## src/rtl/mdu_issue_ctrl.sv

```systemverilog
// E-stage issue controller for the multiply/divide unit: captures MDU-class
// instructions from D, launches them on the MDU, stalls D while an operation
// is in flight, returns HI/LO for mfhi/mflo and tracks MDU Busy with a shadow
// latency counter that raises a sticky protocol-error flag on disagreement.
module mdu_issue_ctrl #(
    parameter int unsigned MULT_LAT = 5,
    parameter int unsigned DIV_LAT  = 10,
    parameter int unsigned OP_W     = 5
) (
    input  logic            clk,
    input  logic            reset,
    input  logic            Req,
    input  logic            d_valid,
    input  logic [OP_W-1:0] d_op,
    input  logic [31:0]     d_rs,
    input  logic [31:0]     d_rt,
    input  logic            Busy,
    input  logic [31:0]     HI,
    input  logic [31:0]     LO,
    output logic            Start,
    output logic [OP_W-1:0] MDUOp,
    output logic [31:0]     Data1,
    output logic [31:0]     Data2,
    output logic            Stall,
    output logic [31:0]     RdData,
    output logic            RdValid,
    output logic            Err
);

    localparam int unsigned MAX_LAT = (MULT_LAT > DIV_LAT) ? MULT_LAT : DIV_LAT;
    localparam int unsigned CNT_W   = $clog2(MAX_LAT + 1);

    localparam logic [OP_W-1:0] OP_NONE  = OP_W'(0);
    localparam logic [OP_W-1:0] OP_MULT  = OP_W'(1);
    localparam logic [OP_W-1:0] OP_MULTU = OP_W'(2);
    localparam logic [OP_W-1:0] OP_DIV   = OP_W'(3);
    localparam logic [OP_W-1:0] OP_DIVU  = OP_W'(4);
    localparam logic [OP_W-1:0] OP_MFHI  = OP_W'(5);
    localparam logic [OP_W-1:0] OP_MFLO  = OP_W'(6);

    typedef enum logic {
        S_IDLE = 1'b0,
        S_RUN  = 1'b1
    } state_e;

    state_e           state_q, state_d;
    logic [CNT_W-1:0] cnt_q, cnt_d;
    logic [OP_W-1:0]  e_op_q, e_op_d;
    logic [31:0]      e_a_q, e_a_d;
    logic [31:0]      e_b_q, e_b_d;
    logic             err_q, err_d;
    logic             run_prev_q;

    logic e_div_c;
    logic e_md_c;
    logic run_c;
    logic start_c;
    logic stall_c;
    logic rd_valid_c;

    // Decode of the op currently sitting in E
    assign e_div_c    = (e_op_q == OP_DIV) || (e_op_q == OP_DIVU);
    assign e_md_c     = (e_op_q == OP_MULT) || (e_op_q == OP_MULTU) || e_div_c;
    assign run_c      = (state_q == S_RUN);
    assign start_c    = e_md_c & ~Req & ~run_c;
    assign stall_c    = d_valid & (d_op != OP_NONE) & (run_c | e_md_c);
    assign rd_valid_c = ((e_op_q == OP_MFHI) || (e_op_q == OP_MFLO)) & ~Req;

    assign Start   = start_c;
    assign MDUOp   = e_op_q;
    assign Data1   = e_a_q;
    assign Data2   = e_b_q;
    assign Stall   = stall_c;
    assign RdValid = rd_valid_c;
    assign RdData  = rd_valid_c ? ((e_op_q == OP_MFHI) ? HI : LO) : 32'd0;
    assign Err     = err_q;

    // E register: bubble on flush or stall, operands hold so the MDU sees stable data
    always_comb begin
        e_op_d = OP_NONE;
        e_a_d  = e_a_q;
        e_b_d  = e_b_q;
        if (!Req && !stall_c) begin
            e_op_d = d_valid ? d_op : OP_NONE;
            e_a_d  = d_rs;
            e_b_d  = d_rt;
        end
    end

    // Shadow latency FSM; a flush freezes the count exactly as the MDU freezes
    always_comb begin
        state_d = state_q;
        cnt_d   = cnt_q;
        case (state_q)
            S_IDLE: begin
                if (start_c) begin
                    state_d = S_RUN;
                    cnt_d   = e_div_c ? CNT_W'(DIV_LAT) : CNT_W'(MULT_LAT);
                end
            end
            S_RUN: begin
                if (!Req) begin
                    if (cnt_q == CNT_W'(1)) begin
                        state_d = S_IDLE;
                        cnt_d   = '0;
                    end else begin
                        cnt_d = cnt_q - CNT_W'(1);
                    end
                end
            end
            default: begin
                state_d = S_IDLE;
                cnt_d   = '0;
            end
        endcase
    end

    // Sticky protocol error: Busy disagreeing with the shadow window, or an op issued into RUN
    always_comb begin
        err_d = err_q;
        if (run_c && !Busy && run_prev_q) begin
            err_d = 1'b1;
        end
        if (!run_c && Busy && !run_prev_q) begin
            err_d = 1'b1;
        end
        if (run_c && e_md_c) begin
            err_d = 1'b1;
        end
    end

    // State and pipeline registers
    always_ff @(posedge clk or negedge reset) begin
        if (!reset) begin
            state_q    <= S_IDLE;
            cnt_q      <= '0;
            e_op_q     <= OP_NONE;
            e_a_q      <= '0;
            e_b_q      <= '0;
            err_q      <= 1'b0;
            run_prev_q <= 1'b0;
        end else begin
            state_q    <= state_d;
            cnt_q      <= cnt_d;
            e_op_q     <= e_op_d;
            e_a_q      <= e_a_d;
            e_b_q      <= e_b_d;
            err_q      <= err_d;
            run_prev_q <= run_c;
        end
    end

endmodule
```

## config.mk

```make
export PLATFORM = sky130hd
export DESIGN_NAME = mdu_issue_ctrl
export DESIGN_NICKNAME = d
export VERILOG_FILES = /design/src/rtl/mdu_issue_ctrl.sv
export SDC_FILE = /design/constraint.sdc
export NUM_CORES = 1
export LEC_CHECK = 0
export ABC_AREA = 1
export CORE_ASPECT_RATIO = 1.2
export CORE_UTILIZATION = 33
export DETAILED_ROUTE_END_ITERATION = 10
export PLACE_DENSITY_LB_ADDON = 0.12
export SLEW_MARGIN = 20
export SYNTH_ARGS = -nofsm -noshare
export SYNTH_HDL_FRONTEND = slang
export SYNTH_SLANG_ARGS = --single-unit
export TNS_END_PERCENT = 10
```

## constraint.sdc

```tcl
create_clock -name clk -period 1.6 [get_ports clk]
set_clock_uncertainty 0.2 [all_clocks]
set_input_delay 0.16 -clock clk [delete_from_list [all_inputs] [get_ports clk]]
set_output_delay 0.16 -clock clk [all_outputs]
set_load 0.02 [all_outputs]
```

==> flow_summary.ini <==
[sta]
hold_violations = 0
rsz0062_at_grt = yes
finalSetupViolCount = 104
fmax_mhz = 452
slew_headroom_pct = 76.8
layout_worst_path_cycle_share_pct = 138
period_minus_slack_ns = 2.21
drv_slew = 0
setup_tns_ns = -26.97
setup_ws_ns = -0.611
worst_pin_slew_ns = 0.349

[floorplanning]
ioPinCount = 243
start_util_pct = 34.4
dieWidth_um = 98.3
dieArea_mm2 = 0.0115
rows = 41
core_area_mm2 = 0.0107
die_h_um = 118

[place]
gp_congestion = 0.807
hpwlAfterDp_um = 9960
placed_cells = 851
port_buffers = 242

[clock_tree]
clk_path_buf_depth = 2
cts_tree = built
cts_made_buffers = 9
root_buffer = clkbuf_16
cts_num_sinks = 76
h-tree-depth = 3
clk-insertion-delay-late_ns = 0.33
clk_pin_slew_worst_paths_ns = 0.06

[layout]
instances_no_fill = 874
layout-drive-gt1-share_pct = 21.9
multi_input_area_mm2 = 0.00199
syn_to_final_growth_pct = 95.2
fillers = 931
finalNetCount = 880
diodes = 0
seq_area_mm2 = 0.00191

[worst_setup_path]
timing.rr.start = MDUOp[0]
crit_fanout = 8
cpMaxStageDelayCell = dfrtp_2
cp-end-kind = primary output
critical_path_class = reg -> out
cp.required_ns = 1.24
r2r_cells = 10
regToRegSetupSlack_ns = -0.15
cp.arrival_ns = 1.85
worst_path_dominant_cell_family = simple AND/OR/NAND/NOR gates
crit_path_max_incr_delay_ns = 0.42
crit_chain = nor2_4 > nand2_2 > nor3_4 > buf_6 > buf_12 > nand2_2 > a21oi_2 > buf_6
crit_path_start_kind = flip-flop
cp-startpoint = MDUOp[4]
critPathBufInv = 3
worstReg2RegEnd = Data1[22]

[routing]
drt-initial-drc-count = 188
wl_per_cell_um = 15.2
totalWireLength_um = 13300
ant_nets = 0
first_pass_iters = 7
vias = 4190
via_per_inst = 4.79
remaining_drc_errors = 18

[synth]
synthArstFlopShare_pct = 100
yosysUniqueCellTypes = 22
synth.most_common_cell = nand2_1
synth_area_leaders = dfrtp_1 (52%), nand2_1 (23%), nand3_1 (9.7%), a21oi_1 (4.4%), buf_4 (1.6%)
synth_seq_cells = 76
synth_edf_count = 0
yosys.area.top_type_share_pct = 51.8
avgSynthCellArea_um2 = 7.69
syn_area_mm2 = 0.00367
synth_flop_cell = dfrtp_1
syn-num-nets = 617
netlist_instances = 477
ys_seq_area_share_pct = 51.8
synth_commonest_cells = nand2_1 (224), dfrtp_1 (76), nand3_1 (71)
yosys_warnings = 0
yosysTopAreaCell = dfrtp_1

[global_routing]
grt_overflow_total = 0
grt_max_degree = 67
grt_first_pass_wirelength_um = 20700
grt_pass1_vias = 4193
antenna_found_initial = 0
grtUsageTotal_pct = 22.8

[pwr]
p_per_area_mw_per_mm2 = 1160
pwr-share-comb_pct = 41.6
switchingPower_mw = 3.07
leakage_nw = 3.57
switching_share_pct = 37.0
internal_power_mw = 5.21
clkPwrFrac_pct = 24.1
irDropWorstVdd_mv = 0.890
seq_power_share_pct = 34.3

[run_status]
status = complete, but fails checks
violations = DRC, setup timing

[min_path]
hold_path_class = in -> async

[flow_run]
max-cap-violations = 0
## kinds of logic (layout without fill, tap and decap cells)
family	count (synthesis)	after routing	synth area share, %
flops	76	76	51.8
xor+xnor	1	1	0.239
fa+ha+maj	2	2	0.682
compound gates	37	37	5.05
buf+inv	47	315	6.48
simple gates	314	314	35.7
## final cells by class
cell class / instances / share of cell area, %
repair buffers: 282 / 38.2
multi-input cells: 354 / 27.8
flip-flops and latches: 76 / 26.6
clock buffers: 12 / 3.44
well taps: 129 / 2.25
inverters: 17 / 0.996
clock inverters: 4 / 0.681
## how the worst max path moves through the flow
stage,end,depth (start not counted)
final,RdData[22],8
after global routing,RdData[22],8
after CTS,RdData[31],8
after detailed placement,RdData[6],7
after global placement,RdData[6],6
after floorplan,RdData[0],6
## layer usage
metal / global-route usage (%) / vias up / wire length (um)
li1: - / 2040 / -
met1: 23.7 / 1944 / 4780
met2: 40.8 / 176 / 6790
met3: 7.54 / 30 / 1240
met4: 11.3 / 0 / 488
met5: 0 / - / 0
## state kept, by name, indices dropped and copies added (netlist names)
register    cells
MDUOp           5
Err             1
cnt_q           4
Data2          32
run_c           1
run_prev_q      1
Data1          32
## timing repair
action                                  in CTS  in global routing
buffers inserted                             1                  3
endpoints found under the setup margin     178                109
pin swaps                                    2                 10
hold endpoints to repair                    76                  0
hold buffers                                 1                  0
resized for setup                          222                 87
gates cloned                                 1                  1
## worst reg2reg max path, cell delays in order, from the launching register on
cell and delay [ns]:
dfrtp_1 0.39, buf_4 0.14, nor2_1 0.13, nand3_2 0.12, nand3_2 0.12, nand2_4 0.07, buf_6 0.14, nand2_8 0.08
buf_12 0.17, nand2_1 0.08, nand2_1 0.06
## stage by stage
step | cell area, um^2 | util [%] | hold WS (ns) | setup WS (ns) | power (mW)
after CTS | 7000 | 65.6 | 0.0698 | -0.729 | 8.36
final | 7160 | 67.1 | 0.0753 | -0.611 | 8.28
after global placement | 6780 | 63.5 | -0.113 | -0.681 | 6.58
after floorplan | 4040 | - | -0.336 | -0.191 | 4.72
after detailed placement | 6780 | 63.5 | -0.109 | -0.689 | 6.67
after global routing | 7160 | 67.1 | 0.0906 | -0.703 | 8.81
## power groups by stage
stage	sequential, mW	combinational, mW	clock (mW)
after floorplan	3.54	1.18	0
after global placement	2.86	3.73	0
after detailed placement	2.89	3.78	0
after CTS	2.85	3.46	2.05
after global routing	2.92	3.76	2.13
final	2.84	3.44	1.99
## cells in the final DEF (no fill, tap or decap), types with 2 or more instances in the layout
cell             Yosys  layout
ha_1                 2       2
buf_4                8      40
nand3_2              2       2
a21oi_1             32       2
clkinv_2             0       2
o21ai_0              5       5
buf_2                7       5
buf_12               0      11
buf_6                3      18
nand2_1            224     193
dfrtp_2              0       3
dfrtp_1             76      73
a21oi_4              0      29
clkdlybuf4s50_1      0     136
inv_2                2       3
dlygate4sd2_1        0      70
clkbuf_16            0       9
nand2_2              1      24
nor2_1              11      11
inv_1               15      13
nand2_4              1       8
clkbuf_1             7       2
nand3_1             71      71
No activity file was read; power rests on OpenSTA's default activity.
